`src/rtl/filter_select_declick.sv`:
```
// filter_select_declick
//   Click-free mode switcher wrapped around the selectable FIR low-pass stage.
//   A new mode request fades the output gain to zero and then moves filt_sel.
//   The block then holds the output silent while the FIR delay line flushes.
//   Finally it fades the gain back up to unity.
//   One sample is processed per clk. q carries one clk of latency relative to d.
module filter_select_declick #(
  parameter int BIT_WIDTH  = 24,
  parameter int RAMP_SHIFT = 6,
  parameter int SETTLE     = 16
) (
  input  logic                        clk,
  input  logic                        reset_n,
  input  logic [2:0]                  sel_req,
  input  logic signed [BIT_WIDTH-1:0] d,
  output logic [2:0]                  filt_sel,
  output logic signed [BIT_WIDTH-1:0] q,
  output logic                        busy
);

  // gain spans 0..FULL inclusive, so it needs one bit more than RAMP_SHIFT.
  localparam int GAIN_W = RAMP_SHIFT + 1;
  // The product width is wide enough for d * FULL, including the most negative d.
  localparam int PROD_W = BIT_WIDTH + RAMP_SHIFT + 1;

  localparam logic [GAIN_W-1:0] GAIN_ZERO   = {GAIN_W{1'b0}};
  localparam logic [GAIN_W-1:0] GAIN_ONE    = {{RAMP_SHIFT{1'b0}}, 1'b1};
  localparam logic [GAIN_W-1:0] GAIN_FULL   = {1'b1, {RAMP_SHIFT{1'b0}}};
  localparam logic [GAIN_W-1:0] GAIN_TOP    = GAIN_FULL - GAIN_ONE;
  localparam logic [7:0]        CNT_ZERO    = 8'd0;
  localparam logic [7:0]        CNT_ONE     = 8'd1;
  localparam logic [7:0]        SETTLE_LOAD = 8'(SETTLE - 1);

  typedef enum logic [2:0] {
    ST_PASS      = 3'd0,
    ST_RAMP_DOWN = 3'd1,
    ST_SWITCH    = 3'd2,
    ST_SETTLE    = 3'd3,
    ST_RAMP_UP   = 3'd4
  } state_t;

  state_t                      state_q, state_d;
  logic [7:0]                  cnt_q, cnt_d;
  logic [GAIN_W-1:0]           gain_q, gain_d;
  logic [2:0]                  filt_sel_q, filt_sel_d;
  logic signed [BIT_WIDTH-1:0] q_q, q_d;
  logic                        busy_q, busy_d;

  logic                        sel_match_s;
  logic signed [PROD_W-1:0]    d_ext_s;
  logic signed [PROD_W-1:0]    gain_ext_s;
  logic signed [PROD_W-1:0]    prod_s;

  // Compare the request against the mode the FIR is currently running.
  always_comb begin
    sel_match_s = (sel_req == filt_sel_q);
  end

  // Next-state, gain-ramp, settle-count and mode selection.
  always_comb begin
    state_d    = state_q;
    cnt_d      = cnt_q;
    gain_d     = gain_q;
    filt_sel_d = filt_sel_q;
    case (state_q)
      ST_PASS: begin
        gain_d = GAIN_FULL;
        if (!sel_match_s) begin
          state_d = ST_RAMP_DOWN;
        end else begin
          state_d = ST_PASS;
        end
      end
      ST_RAMP_DOWN: begin
        if (sel_match_s) begin
          // Request withdrawn: climb back from wherever the fade got to.
          state_d = ST_RAMP_UP;
        end else if (gain_q <= GAIN_ONE) begin
          // Last step of the fade; also covers entry at gain 0 from RAMP_UP.
          gain_d  = GAIN_ZERO;
          state_d = ST_SWITCH;
        end else begin
          gain_d  = gain_q - GAIN_ONE;
          state_d = ST_RAMP_DOWN;
        end
      end
      ST_SWITCH: begin
        gain_d     = GAIN_ZERO;
        filt_sel_d = sel_req;
        cnt_d      = SETTLE_LOAD;
        state_d    = ST_SETTLE;
      end
      ST_SETTLE: begin
        gain_d = GAIN_ZERO;
        if (!sel_match_s) begin
          // A new request during the flush restarts the whole settle period.
          state_d = ST_SWITCH;
        end else if (cnt_q == CNT_ZERO) begin
          state_d = ST_RAMP_UP;
        end else begin
          cnt_d   = cnt_q - CNT_ONE;
          state_d = ST_SETTLE;
        end
      end
      ST_RAMP_UP: begin
        if (!sel_match_s) begin
          state_d = ST_RAMP_DOWN;
        end else if (gain_q >= GAIN_TOP) begin
          // Saturate at FULL, even when entering at FULL after an early abort.
          gain_d  = GAIN_FULL;
          state_d = ST_PASS;
        end else begin
          gain_d  = gain_q + GAIN_ONE;
          state_d = ST_RAMP_UP;
        end
      end
      default: begin
        state_d = ST_SETTLE;
        gain_d  = GAIN_ZERO;
        cnt_d   = SETTLE_LOAD;
      end
    endcase
  end

  // Scale the incoming sample by the gain that applies in the next cycle.
  // Arithmetic shift floors the result. At FULL, q equals d exactly.
  always_comb begin
    d_ext_s    = PROD_W'(d);
    gain_ext_s = PROD_W'(gain_d);
    prod_s     = d_ext_s * gain_ext_s;
    q_d        = BIT_WIDTH'(prod_s >>> RAMP_SHIFT);
    busy_d     = (state_d != ST_PASS);
  end

  // State, counters and registered outputs, with a synchronous active-low reset.
  always_ff @(posedge clk) begin
    if (!reset_n) begin
      state_q    <= ST_SETTLE;
      cnt_q      <= SETTLE_LOAD;
      gain_q     <= GAIN_ZERO;
      filt_sel_q <= 3'b000;
      q_q        <= {BIT_WIDTH{1'b0}};
      busy_q     <= 1'b1;
    end else begin
      state_q    <= state_d;
      cnt_q      <= cnt_d;
      gain_q     <= gain_d;
      filt_sel_q <= filt_sel_d;
      q_q        <= q_d;
      busy_q     <= busy_d;
    end
  end

  assign filt_sel = filt_sel_q;
  assign q        = q_q;
  assign busy     = busy_q;

endmodule

```
`config.mk`:
```
export PLATFORM = sky130hd
export DESIGN_NAME = filter_select_declick
export DESIGN_NICKNAME = d
export VERILOG_FILES = /design/src/rtl/filter_select_declick.sv
export SDC_FILE = /design/constraint.sdc
export NUM_CORES = 1
export LEC_CHECK = 0
export BUFFER_PORTS_ARGS = -buffer_cell sky130_fd_sc_hd__buf_4
export CAP_MARGIN = 40
export CORE_ASPECT_RATIO = 2
export CORE_MARGIN = 2
export CORE_UTILIZATION = 63
export CTS_CLUSTER_SIZE = 20
export DETAILED_ROUTE_END_ITERATION = 8
export PLACE_DENSITY = 0.83
export SKIP_LAST_GASP = 1
export SYNTH_ARGS = -nofsm -noshare
export SYNTH_HDL_FRONTEND = slang
export SYNTH_SLANG_ARGS = --single-unit
```
`constraint.sdc`:
```
create_clock -name clk -period 8.4 [get_ports clk]
set_input_delay 0.42 -clock clk [delete_from_list [all_inputs] [get_ports clk]]
set_output_delay 0.42 -clock clk [all_outputs]
set_load 0.02 [all_outputs]
```
[After elaboration in Yosys (flattened, before gate mapping)]
Cells that the tools add are included.
Storage, ports and cells
  input port bits: 29
  word-level logic and storage cells: 41
  flip-flop bits (word level): 46
  output and inout bits: 28
Cells by class
  bitwise gates (word level): 1
  add/subtract/negate cells: 3
  $mul: 1
  muxes and demuxes: 16
  magnitude comparators: 2
  equality and inequality tests: 7
  reductions and logical operators: 5
Operators with widths (number)
  $mul 24x8->30: 1
  $mux 7: 4
  $pmux 7 s3: 1
  $mux 8: 2
  $pmux 8 s2: 1
  $mux 3: 5
  $pmux 3 s4: 1
  $logic_not 8->1: 1
  $sub 8x1->8 const B: 1
  $add 7x1->7 const B: 1
  $ge 7x6->1 const B: 1
  $le 7x1->1 const B: 1
  $sub 7x1->7 const B: 1
  $eq 3x2->1 const B: 2
  $ne 2x2->1 const B: 2
  $eq 3x1->1 const B: 1
  $eq 3x3->1: 1
  $eq 3x3->1 const B: 1
  $logic_not 3->1: 1
  $reduce_and 3->1: 1
  $reduce_bool 3->1: 1
  $reduce_or 3->1: 1
  $mux 2: 1
  $mux 1: 1
  $not 1->1: 1

[Logic depth before layout (Yosys ltp)]
Gate-level depths: netlist of run 1.
  depth after elaboration: 5
  gate-level depth with buffers: 28

[Worst setup path before layout of run 1]
Ideal clock, no wire load.
  path type: register -> register
  start point: register filt_sel_q[2], in the netlist filt_sel[2]
  end point: register q_q[21], in the netlist q[21]
  data arrival time: 6.722 ns
  required time: 8.328 ns
  stages on the path, launching flop included: 26
  path slack: 1.606 ns
  library setup time: 0.072 ns
  period minus slack after synthesis: 6.794 ns
  cells stage by stage: dfxtp_1 xor2_1 nor3_2 clkbuf_1 nand4_1 nor2_1 a211oi_1 a21oi_1 clkbuf_1 and2_1 fa_1 fa_1 fa_1 inv_1 fa_1 inv_1 ha_1 a21o_1 a21o_1 a221o_1 or3b_2 a41oi_4 o41ai_4 a31o_4 o31ai_4 mux2i_1
Between the ends
  word-level cells in the longest chain between the ends: 4
  elaborated cells on any way between the ends: 5
  those cells by class: mul (1); eq/ne (1); mux (3)
Ends and longest elaborated chain
  start: declaration: line 45  | logic [2:0] filt_sel_q, filt_sel_d;
  start signal: assignment: line 148  | filt_sel_q <= filt_sel_d;
  $eq 3x3->1 *: line 56  | sel_match_s = (sel_req == filt_sel_q);
  $mux 7, on equally long branches: line 106, 75
  $pmux 7 s3 *: line 65  | case (state_q)
  $mul 24x8->30 *: line 130  | prod_s = d_ext_s * gain_ext_s;
  end signal: assignment: line 142  | q_q <= {BIT_WIDTH{1'b0}};
  end signal: assignment: line 149  | q_q <= q_d;
  end: declaration: line 46  | logic signed [BIT_WIDTH-1:0] q_q, q_d;
Mark *: on every way between the ends. The rest lies on a longest branch, timed or not.
A chain may end at the register's enable or synchronous reset.

[Worst setup path after layout of run 1]
Ends and elaborated chain as after synthesis.

==> results of run 1 <==
## worst max-delay path, cell delays in order (launching register included)
cell and delay (ns):
dfxtp_1 0.40, xor2_1 0.17, nor3_2 0.63, nor2_1 0.15, nor3_1 0.30, a211oi_1 0.14, a21oi_1 0.66, and2_1 0.25
fa_1 0.46, fa_1 0.52, fa_1 0.49, inv_1 0.05, fa_1 0.47, inv_1 0.04, ha_1 0.32, a21o_1 0.19
a21o_1 0.16, a221o_1 0.37, or3b_2 0.48, a41oi_4 0.25, o41ai_4 0.14, a31o_4 0.29, o31ai_4 0.17, mux2i_1 0.20
## state kept, by name, indices dropped and copies added, names as in the netlist
register / cells
q: 24
filt_sel: 3
cnt_q: 8
gain_q: 7
busy: 1
state_q: 3
## cell type report
| type | count | area [µm²] |
|---|---|---|
| multi-input combinational | 646 | 6170 |
| inverter | 171 | 642 |
| fill | 988 | 3600 |
| timing repair buffer | 61 | 458 |
| tap | 147 | 184 |
| sequential | 46 | 921 |
| clock buffer | 5 | 125 |
| clock inverter | 3 | 28.8 |
## per-stage QoR
step / util / instances
after floorplan: - / 889
after global placement: 0.691 / 1071
after detailed placement: 0.691 / 1071
after CTS: 0.703 / 1079
after global routing: 0.703 / 1079
final: 0.703 / 1079
## layout by cell type (no fill, tap or decap), types with 5 or more instances in the layout
cell type,instances
nor2b_1,6
a21oi_1,28
nand3_1,8
dfxtp_1,46
xnor2_1,19
inv_1,170
and2_1,143
nor3_1,9
and3_1,7
a21o_1,21
a31oi_1,8
ha_1,61
clkbuf_16,5
nand4_1,5
fa_1,120
nand2_1,61
buf_4,61
nand2b_1,8
o21ai_0,12
xor2_1,19
nor2_1,38
## cell families (layout without fill, tap and decap cells)
group	Yosys count	after routing	share of synthesized area
and+or+nand+nor	308	308	0.219
buffers and inverters	197	240	0.0959
xor gates and xnor gates	38	38	0.0424
muxes	4	4	0.00542
DFF	46	46	0.117
adders and majority gates	181	181	0.404
AOI/OAI and AO/OA	115	115	0.116
## report_power, final
| part | switching (mW) | internal, mW | leakage [nW] | total [mW] |
|---|---|---|---|---|
| clock | 0.0920 | 0.114 | 0.0763 | 0.206 |
| combinational | 0.0453 | 0.0245 | 4.01 | 0.0698 |
| sequential | 0.00568 | 0.222 | 0.371 | 0.227 |
## per-layer routing
layer | vias to the layer above | global-route usage | part of all wire
li1 | 2870 | - | -
met1 | 3114 | 0.278 | 0.31
met2 | 224 | 0.589 | 0.56
met3 | 108 | 0.0305 | 0.032
met4 | 0 | 0.235 | 0.091
met5 | - | 0 | 0
## path summary, 6_finish.rpt
path,startpoint,endpoint,slack [ns],depth (start not counted)
worst min register to register,cnt_q[6],cnt_q[6],0.51,2
worst min-delay path,sel_req[0],filt_sel[0],0.39,3
worst max-delay path,filt_sel[2],q[21],1.02,23
worst max register to register,filt_sel[2],q[21],1.02,23
==> results.sh, run 1 <==
export IMPL_finalPower_mw=0.503
export IMPL_tns_ns=0
export IMPL_detail_route_vias_per_cell=5.85
export IMPL_period_minus_slack_ns=7.38
export IMPL_globalRouteOverflowTotal=0
export IMPL_grt_pass1_vias=6902
export IMPL_clock_latency_ns=0.29
export IMPL_gp_congestion=0.886
export IMPL_ir_drop_uv=154
export IMPL_antenna_cells=0
export IMPL_max_cap_violations=0
export IMPL_drtAntennaViolNets=0
export IMPL_crit_required_ns=8.62
export IMPL_whs_ns=0.395
export IMPL_syn2layout_area_growth_pct=8.74
export IMPL_die_w_um=82.9
export IMPL_io_buffers=56
export IMPL_first_iter_violations=331
export IMPL_cts_root_buf="clkbuf_16"
export IMPL_dp_hpwl_mm=16.0
export IMPL_synth_top_cell_by_area="fa_1"
export IMPL_ioPinCount=57
export IMPL_synth_common_cells="170 x inv_1, 143 x and2_1, 120 x fa_1, 61 x ha_1, 61 x nand2_1"
export IMPL_cts_sinks=46
export IMPL_start_kind="register"
export IMPL_p_leak_nw=4.45
export IMPL_cts_resized=0
export IMPL_worst_ep_arrival_time_ns=7.60
export IMPL_dpl_cell_area_um2=8370
export IMPL_relSlewSlack=0.452
export IMPL_stdcell_area_um2=8530
export IMPL_core_um2=12100
export IMPL_syn_inst=889
export IMPL_grt_max_degree=28
export IMPL_cts_made_buffers=5
export IMPL_period_share=0.879
export IMPL_vias=6316
export IMPL_criticalPathCategory="register to register"
export IMPL_die_h_um=162
export IMPL_grt_usage=0.303
export IMPL_slew_viol_final=0
export IMPL_syn_cell_area_um2=7840
export IMPL_clk_pin_slew_worst_paths_ns=0.07
export IMPL_worstHoldPathType="input port to register"
export IMPL_worstMarginPinSlew_ns=0.822
export IMPL_drt_pass1_iterations=5
export IMPL_post_cts_buffers=0
export IMPL_route_detailed_drc=0
export IMPL_setup_worst_path_end_class="register"
export IMPL_hold_buffers=0
export IMPL_synth_edf_count=0
export IMPL_setup_viol=0
export IMPL_syn_avg_cell_area_um2=8.82
export IMPL_grt_pass1_wl_mm=32.5
export IMPL_yosys_warnings=0
export IMPL_synthArstFlopShare=0
export IMPL_cts_tree="done"
export IMPL_clockBufferDepth=2
export IMPL_power_density_nw_per_um2=59.0
export IMPL_drive_gt1_frac=0.102
export IMPL_cp_max_fo=11
export IMPL_rows=57
export IMPL_yosysUniqueCellTypes=74
export IMPL_synth_nets=1099
export IMPL_ys_flop_type="dfxtp_1"
export IMPL_totalWireLength_mm=19.3
export IMPL_timing_final_ws_setup_ns=1.02
export IMPL_start_util=0.647
export IMPL_ys_ff_latch=46
export IMPL_nNetsFinal=1141
export IMPL_fin_worst_skew_ns=0.00412
export IMPL_wire_per_inst_um=17.9
export IMPL_synth_most_common_cell="inv_1"
export IMPL_yosysSeqAreaShare=0.117
export IMPL_synth_top_area_frac=0.306
export IMPL_netlist_top_cells_area="fa_1 31%, dfxtp_1 12%, and2_1 11%"
export IMPL_htree_levels=2
export IMPL_rsz0062_at_grt="no"
export IMPL_place_ws_ns=0.907
export IMPL_dieArea_um2=13400
export IMPL_status="complete, no violations"
export IMPL_antenna_found_initial=0
export IMPL_hold_viol=0
export IMPL_max_freq_mhz=135
Power figures use the tool's default switching activity.
==> run 2, diff against run 1 <==
- CORE_UTILIZATION: 63 -> 55
- PLACE_DENSITY: 0.83 -> 0.74
==> results.sh, run 2 (synthesized netlist as in run 1, its figures left out) <==
export IMPL_status="complete, no violations"
export IMPL_grt_usage=0.273
export IMPL_dpl_cell_area_um2=8440
export IMPL_htree_levels=2
export IMPL_gp_congestion=0.939
export IMPL_globalRouteOverflowTotal=0
export IMPL_place_ws_ns=1.01
export IMPL_stdcell_area_um2=8610
export IMPL_core_um2=13900
export IMPL_place_inst=1115
export IMPL_clockBufferDepth=2
export IMPL_largest_register_ff_count=24
export IMPL_dp_hpwl_mm=16.0
export IMPL_clk_pin_slew_worst_paths_ns=0.07
export IMPL_start_util=0.565
export IMPL_rsz0062_at_grt="no"
export IMPL_nNetsFinal=1143
export IMPL_totalWireLength_mm=19.1
export IMPL_cts_resized=0
export IMPL_max_cap_violations=0
export IMPL_cts_tree="done"
export IMPL_fin_cells=1123
export IMPL_period_minus_slack_ns=7.33
export IMPL_rows=61
export IMPL_period_share=0.873
export IMPL_worstHoldPathType="input port to register"
export IMPL_start_kind="register"
export IMPL_antenna_cells=0
export IMPL_reg2regPathDepth=25
export IMPL_hold_viol=0
export IMPL_cts_root_buf="clkbuf_16"
export IMPL_die_h_um=173
export IMPL_grt_pass1_vias=6695
export IMPL_min_path_cells=3
export IMPL_worstMarginPinSlew_ns=0.822
export IMPL_wire_per_inst_um=17.0
export IMPL_drive_gt1_frac=0.104
export IMPL_grt_max_degree=28
export IMPL_crit_required_ns=8.63
export IMPL_hold_buffers=0
export IMPL_relSlewSlack=0.452
export IMPL_ir_drop_uv=74.3
export IMPL_route_detailed_drc=0
export IMPL_layout_common_cells="170 x inv_1, 143 x and2_1, 120 x fa_1"
export IMPL_syn2layout_area_growth_pct=9.84
export IMPL_ioPinCount=57
export IMPL_die_w_um=88.4
export IMPL_dieArea_um2=15300
export IMPL_power_density_nw_per_um2=61.2
export IMPL_post_cts_buffers=0
export IMPL_tns_ns=0
export IMPL_grt_pass1_wl_mm=32.1
export IMPL_cts_made_buffers=5
export IMPL_finalPower_mw=0.527
export IMPL_vias=6146
export IMPL_drtAntennaViolNets=0
export IMPL_detail_route_vias_per_cell=5.47
export IMPL_first_iter_violations=218
export IMPL_criticalPathCategory="register to register"
export IMPL_max_freq_mhz=136
export IMPL_slew_viol_final=0
export IMPL_worst_ep_arrival_time_ns=7.56
export IMPL_fin_worst_skew_ns=0.00520
export IMPL_setup_worst_path_end_class="register"
export IMPL_antenna_found_initial=0
export IMPL_mostFrequentLayoutCell="inv_1"
export IMPL_p_leak_nw=4.47
export IMPL_setup_viol=0
export IMPL_cts_sinks=46
export IMPL_io_buffers=56
export IMPL_clock_latency_ns=0.29
export IMPL_timing_final_ws_setup_ns=1.07
export IMPL_cp_max_fo=10
export IMPL_drt_pass1_iterations=5
==> run 2: metal layers <==
| layer | track usage | routed length (µm) | part of all wire | vias to the layer above |
|---|---|---|---|---|
| li1 | - | - | - | 2873 |
| met1 | 0.251 | 5990 | 0.31 | 3033 |
| met2 | 0.536 | 11100 | 0.58 | 156 |
| met3 | 0.0191 | 419 | 0.022 | 84 |
| met4 | 0.174 | 1570 | 0.082 | 0 |
| met5 | 0 | 0 | 0 | - |
==> run 2: power by group <==
part	internal (mW)	leakage (nW)	switching [mW]	total, mW
logic	0.0245	4.02	0.0446	0.0691
registers	0.222	0.371	0.00543	0.227
clock network	0.142	0.0848	0.0882	0.231
==> run 2: cell type report <==
cell class                 count  area [µm²]
fill                        1268        5280
inverter                     171         642
sequential                    46         921
multi-input combinational    646        6170
tap                          189         236
clock inverter                 3        47.5
timing repair buffer          63         473
clock buffer                   5         125
==> run 2: final timing paths <==
kind | start | endpoint | slack (ns)
hold / removal | sel_req[1] | filt_sel[1] | 0.41
setup / recovery | gain_q[1] | q[21] | 1.07
hold reg to reg | cnt_q[6] | cnt_q[6] | 0.52
setup reg to reg | gain_q[1] | q[21] | 1.07
==> run 2: stage by stage <==
step,util,hold WS [ns]
2_1_floorplan,-,0.479
3_3_place_gp,0.608,0.493
3_5_place_dp,0.608,0.507
4_1_cts,0.620,0.405
5_1_grt,0.620,0.414
6_report,0.620,0.406
==> run 2: worst max-delay path: stages (launching register included) <==
cell      delay [ns]
dfxtp_1         0.42
inv_1           0.12
ha_1            0.19
o21ba_2         0.25
or3_4           0.17
nor2_1          0.06
nor3_1          0.39
a221oi_1        0.17
a21oi_1         0.68
and2_1          0.25
fa_1            0.45
fa_1            0.50
fa_1            0.49
inv_1           0.05
fa_1            0.47
inv_1           0.04
ha_1            0.31
a21o_1          0.19
a21o_1          0.16
a221o_1         0.37
or3b_2          0.48
a41oi_4         0.24
o41ai_4         0.15
a31o_4          0.29
o31ai_4         0.17
mux2i_1         0.19
==> run 3, diff against run 2 <==
- CORE_UTILIZATION: 55 -> 33
- PLACE_DENSITY: 0.74 -> not set
- SETUP_SLACK_MARGIN: not set -> 0.1
==> results.sh, run 3 (synthesized netlist as in run 1, its figures left out) <==
export IMPL_mostFrequentLayoutCell="inv_1"
export IMPL_max_freq_mhz=139
export IMPL_whs_ns=0.401
export IMPL_cts_made_buffers=5
export IMPL_rows=79
export IMPL_finalPower_mw=0.499
export IMPL_cts_tree="done"
export IMPL_cp_num_buf_inv=3
export IMPL_cp_cell_sequence="xnor2_1, nand3_1, o21ai_1, nor2_1, a211oi_1, a21oi_1, buf_4, and2_1, fa_1, fa_1, fa_1, inv_1, fa_1, inv_1, ha_1, a21o_1, a21o_1, a221o_1, or3b_2, a41oi_4, o41ai_4, a31o_4, o31ai_4, mux2i_1"
export IMPL_start_util=0.336
export IMPL_detail_route_vias_per_cell=5.04
export IMPL_dp_hpwl_mm=17.3
export IMPL_grt_usage=0.169
export IMPL_power_density_nw_per_um2=57.1
export IMPL_criticalPathCategory="register to register"
export IMPL_fin_worst_skew_ns=0.0109
export IMPL_clk_pin_slew_worst_paths_ns=0.07
export IMPL_cts_root_buf="clkbuf_16"
export IMPL_clock_latency_ns=0.29
export IMPL_die_h_um=222
export IMPL_reg2reg_slack_ns=1.18
export IMPL_first_iter_violations=192
export IMPL_tns_ns=0
export IMPL_largest_register_ff_count=24
export IMPL_slew_viol_final=0
export IMPL_cts_resized=0
export IMPL_io_buffers=56
export IMPL_globalRouteOverflowTotal=0
export IMPL_htree_levels=2
export IMPL_max_cap_violations=0
export IMPL_worstMarginPinSlew_ns=0.686
export IMPL_dieArea_um2=25100
export IMPL_grt_max_degree=26
export IMPL_syn2layout_area_growth_pct=11.5
export IMPL_start_kind="register"
export IMPL_cp_max_fo=25
export IMPL_ir_drop_uv=68.0
export IMPL_fillers=2476
export IMPL_cts_sinks=46
export IMPL_drive_gt1_frac=0.106
export IMPL_clockBufferDepth=2
export IMPL_grt_pass1_vias=6783
export IMPL_post_cts_buffers=0
export IMPL_period_minus_slack_ns=7.22
export IMPL_gp_congestion=0.877
export IMPL_vias=6147
export IMPL_route_detailed_drc=6
export IMPL_wire_per_inst_um=16.7
export IMPL_rsz0062_at_grt="no"
export IMPL_antenna_found_initial=0
export IMPL_core_um2=23300
export IMPL_relSlewSlack=0.539
export IMPL_die_w_um=113
export IMPL_hold_viol=0
export IMPL_ioPinCount=57
export IMPL_nNetsFinal=1145
export IMPL_setup_viol=0
export IMPL_antenna_cells=0
export IMPL_crit_required_ns=8.63
export IMPL_status="finished, violations left"
export IMPL_worstHoldPathType="input port to register"
export IMPL_cp_slowest_stage_delay_ns=0.50
export IMPL_drt_pass1_iterations=6
export IMPL_crit_top_cell="fa_1"
export IMPL_period_share=0.859
export IMPL_slowest_stage="fa_1"
export IMPL_setup_worst_path_end_class="register"
export IMPL_layout_common_cells="170 x inv_1, 143 x and2_1, 120 x fa_1"
export IMPL_totalWireLength_mm=20.4
export IMPL_p_leak_nw=4.48
export IMPL_drtAntennaViolNets=0
export IMPL_worst_ep_arrival_time_ns=7.44
export IMPL_hold_buffers=0
export IMPL_cp_top_family="compound AO/OA/AOI/OAI gates"
export IMPL_failed_checks="design-rule violations"
export IMPL_grt_pass1_wl_mm=33.3
run 3: cell count changes in the layout (fill, tap and decap cells not counted):
| cell | delta |
|---|---|
| buf_16 | +1 |
| buf_4 | +1 |
| bufinv_16 | -1 |
| clkinv_4 | +1 |
| clkinvlp_4 | +1 |
| inv_6 | -1 |
run 3: worst reg2reg max path, stage by stage (launching register included):
cell and delay [ns]:
dfxtp_1 0.35, xnor2_1 0.40, nand3_1 0.44, o21ai_1 0.49
nor2_1 0.09, a211oi_1 0.23, a21oi_1 0.07, buf_4 0.23
and2_1 0.23, fa_1 0.46, fa_1 0.50, fa_1 0.49
inv_1 0.05, fa_1 0.48, inv_1 0.04, ha_1 0.32
a21o_1 0.19, a21o_1 0.17, a221o_1 0.37, or3b_2 0.48
a41oi_4 0.25, o41ai_4 0.16, a31o_4 0.30, o31ai_4 0.19
mux2i_1 0.20
run 3: worst paths after layout:
path          startpoint           to  cells after the start
max          filt_sel[2]        q[21]                     24
min           sel_req[1]  filt_sel[1]                      3
max reg2reg  filt_sel[2]        q[21]                     24
min reg2reg     cnt_q[6]     cnt_q[6]                      2
run 3: through the flow:
step	cells	util	worst slack, ns	instance area [µm²]
floorplan	889	-	1.61	7840
global placement	1210	0.367	1.17	8570
detailed placement	1211	0.368	1.06	8590
CTS	1219	0.375	1.23	8740
global route	1219	0.375	0.828	8740
finish	1219	0.375	1.18	8740
run 3: power by group:
group	total (mW)	switching, mW	internal [mW]	leakage (nW)
Combinational	0.0723	0.0465	0.0257	4.03
Sequential	0.227	0.00513	0.222	0.371
Clock	0.200	0.0883	0.112	0.0704
run 3: routing by layer:
layer / global-route usage / part of all wire
met5: 0 / 0
met4: 0.0948 / 0.063
met3: 0.0112 / 0.019
met2: 0.360 / 0.60
met1: 0.146 / 0.31
run 3: cell type report:
cell class,instances,area (µm²),area share
Clock inverter,3,25.0,0.00286
Timing Repair Buffer,65,508,0.0581
Clock buffer,5,125,0.0143
Tap cell,283,354,0.0405
Multi-Input combinational cell,646,6170,0.706
Inverter,171,642,0.0734
Sequential cell,46,921,0.105
